### config.mk
export PLATFORM = sky130hd
export DESIGN_NAME = button_event_gen_flat
export DESIGN_NICKNAME = d
export VERILOG_FILES = /design/src/rtl/button_event_gen_pkg.sv /design/src/rtl/button_event_gen_if.sv /design/src/rtl/button_event_gen_tick_counter.sv /design/src/rtl/button_event_gen.sv /design/src/flat_wrapper.sv
export SDC_FILE = /design/constraint.sdc
export NUM_CORES = 1
export LEC_CHECK = 0
export CELL_PAD_IN_SITES_DETAIL_PLACEMENT = 1
export CELL_PAD_IN_SITES_GLOBAL_PLACEMENT = 1
export CORE_MARGIN = 1.5
export CORE_UTILIZATION = 43
export DETAILED_ROUTE_END_ITERATION = 7
export PLACE_DENSITY_LB_ADDON = 0.1
export SETUP_SLACK_MARGIN = 0.15
export SYNTH_ARGS = -nofsm -noshare
export SYNTH_HDL_FRONTEND = slang
export SYNTH_SLANG_ARGS = --single-unit
### constraint.sdc
create_clock -name clk -period 2.2 [get_ports clk]
set_input_delay 0.44 -clock clk [delete_from_list [all_inputs] [get_ports clk]]
set_output_delay 0.44 -clock clk [all_outputs]
set_load 0.005 [all_outputs]
### src/rtl/button_event_gen_pkg.sv
// Shared types and defaults for the button event generator.
// FSM state encoding, default hold/repeat tick counts and a small max() helper.
package btn_pkg;

    typedef enum logic [1:0] {
        IDLE    = 2'd0,
        PRESSED = 2'd1,
        LONG    = 2'd2,
        REPEAT  = 2'd3
    } btn_state_t;

    localparam int BTN_LONG_TICKS_DEF   = 100;
    localparam int BTN_REPEAT_TICKS_DEF = 20;

    function automatic int btn_max(input int a, input int b);
        return (a > b) ? a : b;
    endfunction

endpackage

### src/rtl/button_event_gen_if.sv
// Button level in, one-cycle UI events and the held level out.
// The slave side is the event generator; the master side is whoever drives btn and consumes events.
interface button_event_gen_if;
    logic btn;
    logic press_p;
    logic release_p;
    logic long_p;
    logic rpt_p;
    logic held;

    modport master (
        output btn,
        input  press_p,
        input  release_p,
        input  long_p,
        input  rpt_p,
        input  held
    );

    modport slave (
        input  btn,
        output press_p,
        output release_p,
        output long_p,
        output rpt_p,
        output held
    );
endinterface

### src/rtl/button_event_gen_tick_counter.sv
// Clearable up-counter with enable; tc flags when the count equals the supplied terminal value.
// Callers clear it on every terminal count, so it never needs to wrap.
module btn_tick_counter #(
    parameter int CNT_W = 7
) (
    input  logic             clk,
    input  logic             rst,
    input  logic             clr,
    input  logic             en,
    input  logic [CNT_W-1:0] tc_val,
    output logic             tc
);

    logic [CNT_W-1:0] cnt;

    always_ff @(posedge clk) begin
        if (rst || clr) begin
            cnt <= '0;
        end else if (en) begin
            cnt <= cnt + CNT_W'(1);
        end
    end

    assign tc = (cnt == tc_val);

endmodule

### src/rtl/button_event_gen.sv
// Turns a debounced button level into press / release / long-press / auto-repeat pulses.
// Auto-repeat (REPEAT state, rpt_p) is built only when BTN_AUTOREPEAT_EN is defined.
//
// state   | meaning
// --------+----------------------------------------------
// IDLE    | button up, waiting for a rising edge
// PRESSED | held, counting toward LONG_TICKS
// LONG    | long_p fired; counting toward first repeat
// REPEAT  | auto-repeating every REPEAT_TICKS
module button_event_gen
    import btn_pkg::*;
#(
    parameter int LONG_TICKS   = BTN_LONG_TICKS_DEF,
    parameter int REPEAT_TICKS = BTN_REPEAT_TICKS_DEF
) (
    input  logic               clk,
    input  logic               rst,
    button_event_gen_if.slave  bus
);

    localparam int               CNT_W   = $clog2(btn_max(LONG_TICKS, REPEAT_TICKS));
    localparam logic [CNT_W-1:0] LONG_TC = CNT_W'(LONG_TICKS - 1);
`ifdef BTN_AUTOREPEAT_EN
    localparam logic [CNT_W-1:0] REPEAT_TC = CNT_W'(REPEAT_TICKS - 1);
`endif

    btn_state_t       state_q, state_d;
    logic             btn_q;
    logic             rise, fall;
    logic             cnt_clr, cnt_en, tc;
    logic [CNT_W-1:0] tc_val;
    logic             press_d, release_d, long_d, held_d;
    logic             press_q, release_q, long_q, held_q;
`ifdef BTN_AUTOREPEAT_EN
    logic             rpt_d, rpt_q;
`endif

    assign rise = bus.btn & ~btn_q;
    assign fall = ~bus.btn & btn_q;

`ifdef BTN_AUTOREPEAT_EN
    assign tc_val = (state_q == PRESSED) ? LONG_TC : REPEAT_TC;
`else
    assign tc_val = LONG_TC;
`endif

    btn_tick_counter #(.CNT_W(CNT_W)) u_tick_counter (
        .clk    (clk),
        .rst    (rst),
        .clr    (cnt_clr),
        .en     (cnt_en),
        .tc_val (tc_val),
        .tc     (tc)
    );

    always_ff @(posedge clk) begin
        if (rst) begin
            state_q   <= IDLE;
            btn_q     <= 1'b0;
            press_q   <= 1'b0;
            release_q <= 1'b0;
            long_q    <= 1'b0;
            held_q    <= 1'b0;
`ifdef BTN_AUTOREPEAT_EN
            rpt_q     <= 1'b0;
`endif
        end else begin
            state_q   <= state_d;
            btn_q     <= bus.btn;
            press_q   <= press_d;
            release_q <= release_d;
            long_q    <= long_d;
            held_q    <= held_d;
`ifdef BTN_AUTOREPEAT_EN
            rpt_q     <= rpt_d;
`endif
        end
    end

    // Release is tested first everywhere so a fall on a terminal count wins.
    always_comb begin
        state_d = state_q;
        case (state_q)
            IDLE:    if (rise) state_d = PRESSED;
            PRESSED: begin
                if (fall)                 state_d = IDLE;
                else if (bus.btn && tc)   state_d = LONG;
            end
            LONG: begin
                if (fall)                 state_d = IDLE;
`ifdef BTN_AUTOREPEAT_EN
                else if (bus.btn && tc)   state_d = REPEAT;
`endif
            end
`ifdef BTN_AUTOREPEAT_EN
            REPEAT:  if (fall) state_d = IDLE;
`endif
            default:                      state_d = IDLE;
        endcase
    end

    always_comb begin
        press_d   = 1'b0;
        release_d = 1'b0;
        long_d    = 1'b0;
        cnt_clr   = 1'b0;
        cnt_en    = 1'b0;
`ifdef BTN_AUTOREPEAT_EN
        rpt_d     = 1'b0;
`endif
        case (state_q)
            IDLE: begin
                if (rise) begin
                    press_d = 1'b1;
                    cnt_clr = 1'b1;
                end
            end
            PRESSED: begin
                if (fall) begin
                    release_d = 1'b1;
                    cnt_clr   = 1'b1;
                end else if (bus.btn && tc) begin
                    long_d  = 1'b1;
                    cnt_clr = 1'b1;
                end else begin
                    cnt_en = 1'b1;
                end
            end
`ifdef BTN_AUTOREPEAT_EN
            LONG, REPEAT: begin
                if (fall) begin
                    release_d = 1'b1;
                    cnt_clr   = 1'b1;
                end else if (bus.btn && tc) begin
                    rpt_d   = 1'b1;
                    cnt_clr = 1'b1;
                end else begin
                    cnt_en = 1'b1;
                end
            end
`else
            // Without auto-repeat the counter stays frozen until release.
            LONG: begin
                if (fall) begin
                    release_d = 1'b1;
                    cnt_clr   = 1'b1;
                end
            end
`endif
            default: cnt_clr = 1'b1;
        endcase
        held_d = (state_d != IDLE);
    end

    assign bus.press_p   = press_q;
    assign bus.release_p = release_q;
    assign bus.long_p    = long_q;
    assign bus.held      = held_q;
`ifdef BTN_AUTOREPEAT_EN
    assign bus.rpt_p     = rpt_q;
`else
    assign bus.rpt_p     = 1'b0;
`endif

endmodule

### src/flat_wrapper.sv
// flat-port wrapper written by rule: the top's interface ports become plain ports
module button_event_gen_flat import btn_pkg::*;
#(
    parameter int LONG_TICKS   = BTN_LONG_TICKS_DEF,
    parameter int REPEAT_TICKS = BTN_REPEAT_TICKS_DEF
)
  (clk, rst, bus_btn, bus_press_p, bus_release_p, bus_long_p, bus_rpt_p, bus_held);
  button_event_gen_if bus_i ();
  input  logic clk;
  input  logic rst;
  input wire logic [$bits(bus_i.btn)-1:0] bus_btn;
  output wire logic [$bits(bus_i.press_p)-1:0] bus_press_p;
  output wire logic [$bits(bus_i.release_p)-1:0] bus_release_p;
  output wire logic [$bits(bus_i.long_p)-1:0] bus_long_p;
  output wire logic [$bits(bus_i.rpt_p)-1:0] bus_rpt_p;
  output wire logic [$bits(bus_i.held)-1:0] bus_held;
  assign bus_i.btn = bus_btn;
  assign bus_press_p = bus_i.press_p;
  assign bus_release_p = bus_i.release_p;
  assign bus_long_p = bus_i.long_p;
  assign bus_rpt_p = bus_i.rpt_p;
  assign bus_held = bus_i.held;
  button_event_gen #(.LONG_TICKS(LONG_TICKS), .REPEAT_TICKS(REPEAT_TICKS)) u_core (.clk(clk), .rst(rst), .bus(bus_i));
endmodule
==> metrics.txt <==
# TYPE chip_impl_metric gauge
chip_impl_info{name="status",value="completed"} 1
chip_impl_metric{name="setup_tns",unit="ns"} 0
chip_impl_metric{name="tritoncts_num_sinks",unit=""} 14
chip_impl_metric{name="syn-instance-count",unit=""} 74
chip_impl_metric{name="clock_period_minus_worst_slack",unit="ns"} 1.72
chip_impl_metric{name="cts.repair_timing.setup_buffer_count",unit=""} 0
chip_impl_metric{name="clk-insertion-delay-late",unit="ns"} 0.28
chip_impl_metric{name="design.die.area",unit="sq mm"} 0.00188
chip_impl_metric{name="numCtsBuffers",unit=""} 3
chip_impl_metric{name="grt_antenna_before_repair",unit=""} 0
chip_impl_metric{name="dp_hpwl",unit="mm"} 1.02
chip_impl_info{name="crit_path_start",value="bus_btn"} 1
chip_impl_metric{name="required",unit="ns"} 2.42
chip_impl_metric{name="post_synth.cell_area_avg",unit="sq um"} 9.47
chip_impl_metric{name="remaining_drc_errors",unit=""} 0
chip_impl_metric{name="leakagePower",unit="nW"} 0.304
chip_impl_metric{name="layout_area_growth_over_synthesis",unit="%"} 12.9
chip_impl_metric{name="ys_ff_latch",unit=""} 14
chip_impl_metric{name="initial_utilization",unit="%"} 46.0
chip_impl_info{name="cts_tree",value="done"} 1
chip_impl_metric{name="design.core.area",unit="sq mm"} 0.00152
chip_impl_metric{name="port_buffers",unit=""} 6
chip_impl_metric{name="die_w",unit="microns"} 43.4
chip_impl_info{name="clockRootBuffer",value="sky130_fd_sc_hd__clkbuf_4"} 1
chip_impl_metric{name="clock_path_buffers",unit=""} 2
chip_impl_metric{name="grt_util_all_layers",unit="%"} 16.8
chip_impl_metric{name="avgRoutedWirePerCell",unit="microns"} 13.4
chip_impl_info{name="area_contributors_post_synth",value="sky130_fd_sc_hd__dfxtp_1 (40%), sky130_fd_sc_hd__ha_1 (8.9%), sky130_fd_sc_hd__nor2_1 (3.8%)"} 1
chip_impl_metric{name="finalNetCount",unit=""} 90
chip_impl_metric{name="hold_viol",unit=""} 0
chip_impl_metric{name="routed-via-count",unit=""} 557
chip_impl_metric{name="grt_max_degree",unit=""} 11
chip_impl_metric{name="maxCapViolCount",unit=""} 0
chip_impl_metric{name="globalplace.congestion",unit=""} 0.790
chip_impl_metric{name="path_clk_slew",unit="ns"} 0.08
chip_impl_metric{name="htree_levels",unit=""} 1
chip_impl_metric{name="number_of_instances_resized_during_post_cts_repair",unit=""} 0
chip_impl_metric{name="final_min_period_over_clock_period",unit="%"} 78.0
chip_impl_metric{name="syn-num-nets",unit=""} 82
chip_impl_metric{name="path_max_fanout",unit=""} 8
chip_impl_metric{name="synth.lib_cells_used.distinct",unit=""} 32
chip_impl_metric{name="data_arrival_at_the_endpoint_of_the_critical_path",unit="ns"} 1.93
chip_impl_metric{name="setup_viol_count_final",unit=""} 0
chip_impl_info{name="timing.critical_path.to_type",value="flop"} 1
chip_impl_metric{name="max-vdd-ir-drop",unit="uV"} 320
chip_impl_metric{name="synth.top_cell.area_share",unit="%"} 40.0
chip_impl_metric{name="timing_max_transition_violations_final",unit=""} 0
chip_impl_metric{name="die_h",unit="microns"} 43.4
chip_impl_metric{name="ratio_of_total_power_to_cell_area",unit="mW/mm^2"} 648
chip_impl_info{name="layout_common_cells",value="sky130_fd_sc_hd__dfxtp_1 (14), sky130_fd_sc_hd__nor2_1 (7), sky130_fd_sc_hd__clkdlybuf4s50_1 (6), sky130_fd_sc_hd__ha_1 (5), sky130_fd_sc_hd__a21oi_1 (4)"} 1
chip_impl_info{name="worstSetupStartpointType",value="input pin"} 1
chip_impl_metric{name="worst_clock_skew",unit="ns"} 0.00218
chip_impl_metric{name="antennaDiodeCount",unit=""} 0
chip_impl_metric{name="routed_via_density",unit=""} 5.74
chip_impl_metric{name="number_of_rows_in_the_core_area",unit=""} 14
chip_impl_metric{name="route.final.wire_length",unit="mm"} 1.30
chip_impl_info{name="grt_setup_unrepaired",value="false"} 1
chip_impl_metric{name="firstDrtPassIters",unit=""} 2
chip_impl_metric{name="global_route_wire_length_before_repair",unit="mm"} 2.35
chip_impl_info{name="worst_hold_path_type",value="flop to flop"} 1
chip_impl_metric{name="netlist_area",unit="sq um"} 701
chip_impl_info{name="cell_taking_the_most_area_after_synthesis",value="sky130_fd_sc_hd__dfxtp_1"} 1
chip_impl_metric{name="fraction_of_final_layout_cells_sized_beyond_drive_strength_1",unit="%"} 8.64
chip_impl_metric{name="synthesis_warnings",unit=""} 0
chip_impl_metric{name="filler_cell_count",unit=""} 177
chip_impl_metric{name="first_global_vias",unit=""} 535
chip_impl_metric{name="io_pins",unit=""} 8
chip_impl_metric{name="ant_nets",unit=""} 0
chip_impl_metric{name="cts_hold_buffers",unit=""} 0
chip_impl_metric{name="grt.overflow.total",unit=""} 0
chip_impl_info{name="regToRegStartpoint",value="u_core.u_tick_counter.cnt[0]"} 1
chip_impl_metric{name="detail_route.iter0.violations",unit=""} 1
chip_impl_info{name="timing_worst_setup_path_type",value="input pin to flop"} 1
chip_impl_metric{name="fmaxAchievable",unit="MHz"} 583
chip_impl_metric{name="p_total",unit="mW"} 0.512
chip_impl_metric{name="yosysSeqAreaShare",unit="%"} 40.0
chip_impl_info{name="startpoint_of_the_most_critical_hold_path",value="u_core.u_tick_counter.cnt[1]"} 1
chip_impl_info{name="mostFrequentLayoutCell",value="sky130_fd_sc_hd__dfxtp_1"} 1
-- Yosys cell counts --
cell and number:
sky130_fd_sc_hd__nor2_1 7, sky130_fd_sc_hd__nor3_1 2, sky130_fd_sc_hd__nand3_2 1, sky130_fd_sc_hd__dfxtp_1 14, sky130_fd_sc_hd__inv_1 3, sky130_fd_sc_hd__and3_1 2, sky130_fd_sc_hd__xnor2_1 1, sky130_fd_sc_hd__a2bb2oi_1 1
sky130_fd_sc_hd__o32ai_1 1, sky130_fd_sc_hd__or3_1 2, sky130_fd_sc_hd__or2b_1 1, sky130_fd_sc_hd__o31a_1 1, sky130_fd_sc_hd__nor3b_1 2, sky130_fd_sc_hd__and3b_1 2, sky130_fd_sc_hd__and2_1 1, sky130_fd_sc_hd__nand2b_1 1
sky130_fd_sc_hd__o41a_1 1, sky130_fd_sc_hd__buf_4 2, sky130_fd_sc_hd__nand3_1 1, sky130_fd_sc_hd__ha_1 5, sky130_fd_sc_hd__buf_6 1, sky130_fd_sc_hd__a21oi_1 4, sky130_fd_sc_hd__nand2_1 2, sky130_fd_sc_hd__o21ai_0 3
sky130_fd_sc_hd__conb_1 1, sky130_fd_sc_hd__nor4_2 1, sky130_fd_sc_hd__o211ai_2 1, sky130_fd_sc_hd__and2b_1 1, sky130_fd_sc_hd__xor2_1 3, sky130_fd_sc_hd__a211oi_1 2, sky130_fd_sc_hd__nand4_1 3, sky130_fd_sc_hd__nor2b_1 1
-- where the power goes --
part | internal, mW | switching [mW] | leakage, nW
logic | 0.0294 | 0.0323 | 0.169
clock network | 0.101 | 0.0812 | 0.0210
registers | 0.262 | 0.00617 | 0.114
total | 0.392 | 0.120 | 0.304
-- area by class of cell --
| class | instances | area, sq um | area share (%) |
|---|---|---|---|
| Clock buffer | 4 | 36.3 | 4.59 |
| Inverter | 3 | 11.3 | 1.42 |
| Multi-Input combinational cell | 54 | 383 | 48.4 |
| Sequential cell | 14 | 280 | 35.4 |
| Tap cell | 16 | 20.0 | 2.53 |
| Timing Repair Buffer | 6 | 60.1 | 7.59 |
-- metrics by stage --
step	area (sq um)	cells	hold slack (ns)	setup WS, ns	utilization (%)
after CTS	791	97	0.537	0.475	51.9
after floorplan	701	74	0.480	0.779	-
after global routing	791	97	0.573	0.288	51.9
after global placement	754	93	0.507	0.200	49.5
after detailed placement	754	93	0.525	0.179	49.5
final	791	97	0.527	0.484	51.9
-- kinds of logic after synthesis --
group	count (synthesis)	synth area share, %
AOI/OAI and AO/OA	14	14.3
xor gates and xnor gates	4	5.00
DFF	14	40.0
other	1	0.535
buffers and inverters	6	5.36
adders and majority gates	5	8.93
and+or+nand+nor	30	25.9
-- state kept, by name (all words and copies together), names as in the netlist --
name / flops
u_core.bus.press_p: 1
u_core.bus.release_p: 1
u_core.bus.held: 1
u_core.btn_q: 1
u_core.bus.long_p: 1
u_core.state_q: 2
u_core.u_tick_counter.cnt: 7
-- worst max-delay path: stages --
cell and delay, ns:
sky130_fd_sc_hd__clkdlybuf4s50_1 0.53, sky130_fd_sc_hd__nand2b_1 0.32, sky130_fd_sc_hd__nand3_2 0.15, sky130_fd_sc_hd__or3_1 0.36
sky130_fd_sc_hd__a21oi_1 0.13
-- metal layers --
metal,GRT usage (%),vias to the layer above,share of wire [%]
li1,-,280,-
met2,24.2,6,44
met3,3.75,2,1.8
met4,7.27,0,1.3
met5,0,-,0
met1,24.1,269,53
-- final timing paths --
check | endpoint | slack, ns | depth (start not counted)
worst max register to register | u_core.u_tick_counter.cnt[6] | 0.59 | 5
worst min register to register | u_core.u_tick_counter.cnt[1] | 0.53 | 2
worst max-delay path | u_core.u_tick_counter.cnt[4] | 0.48 | 5
worst min-delay path | u_core.u_tick_counter.cnt[1] | 0.53 | 2
Power figures use the tool's default switching activity.
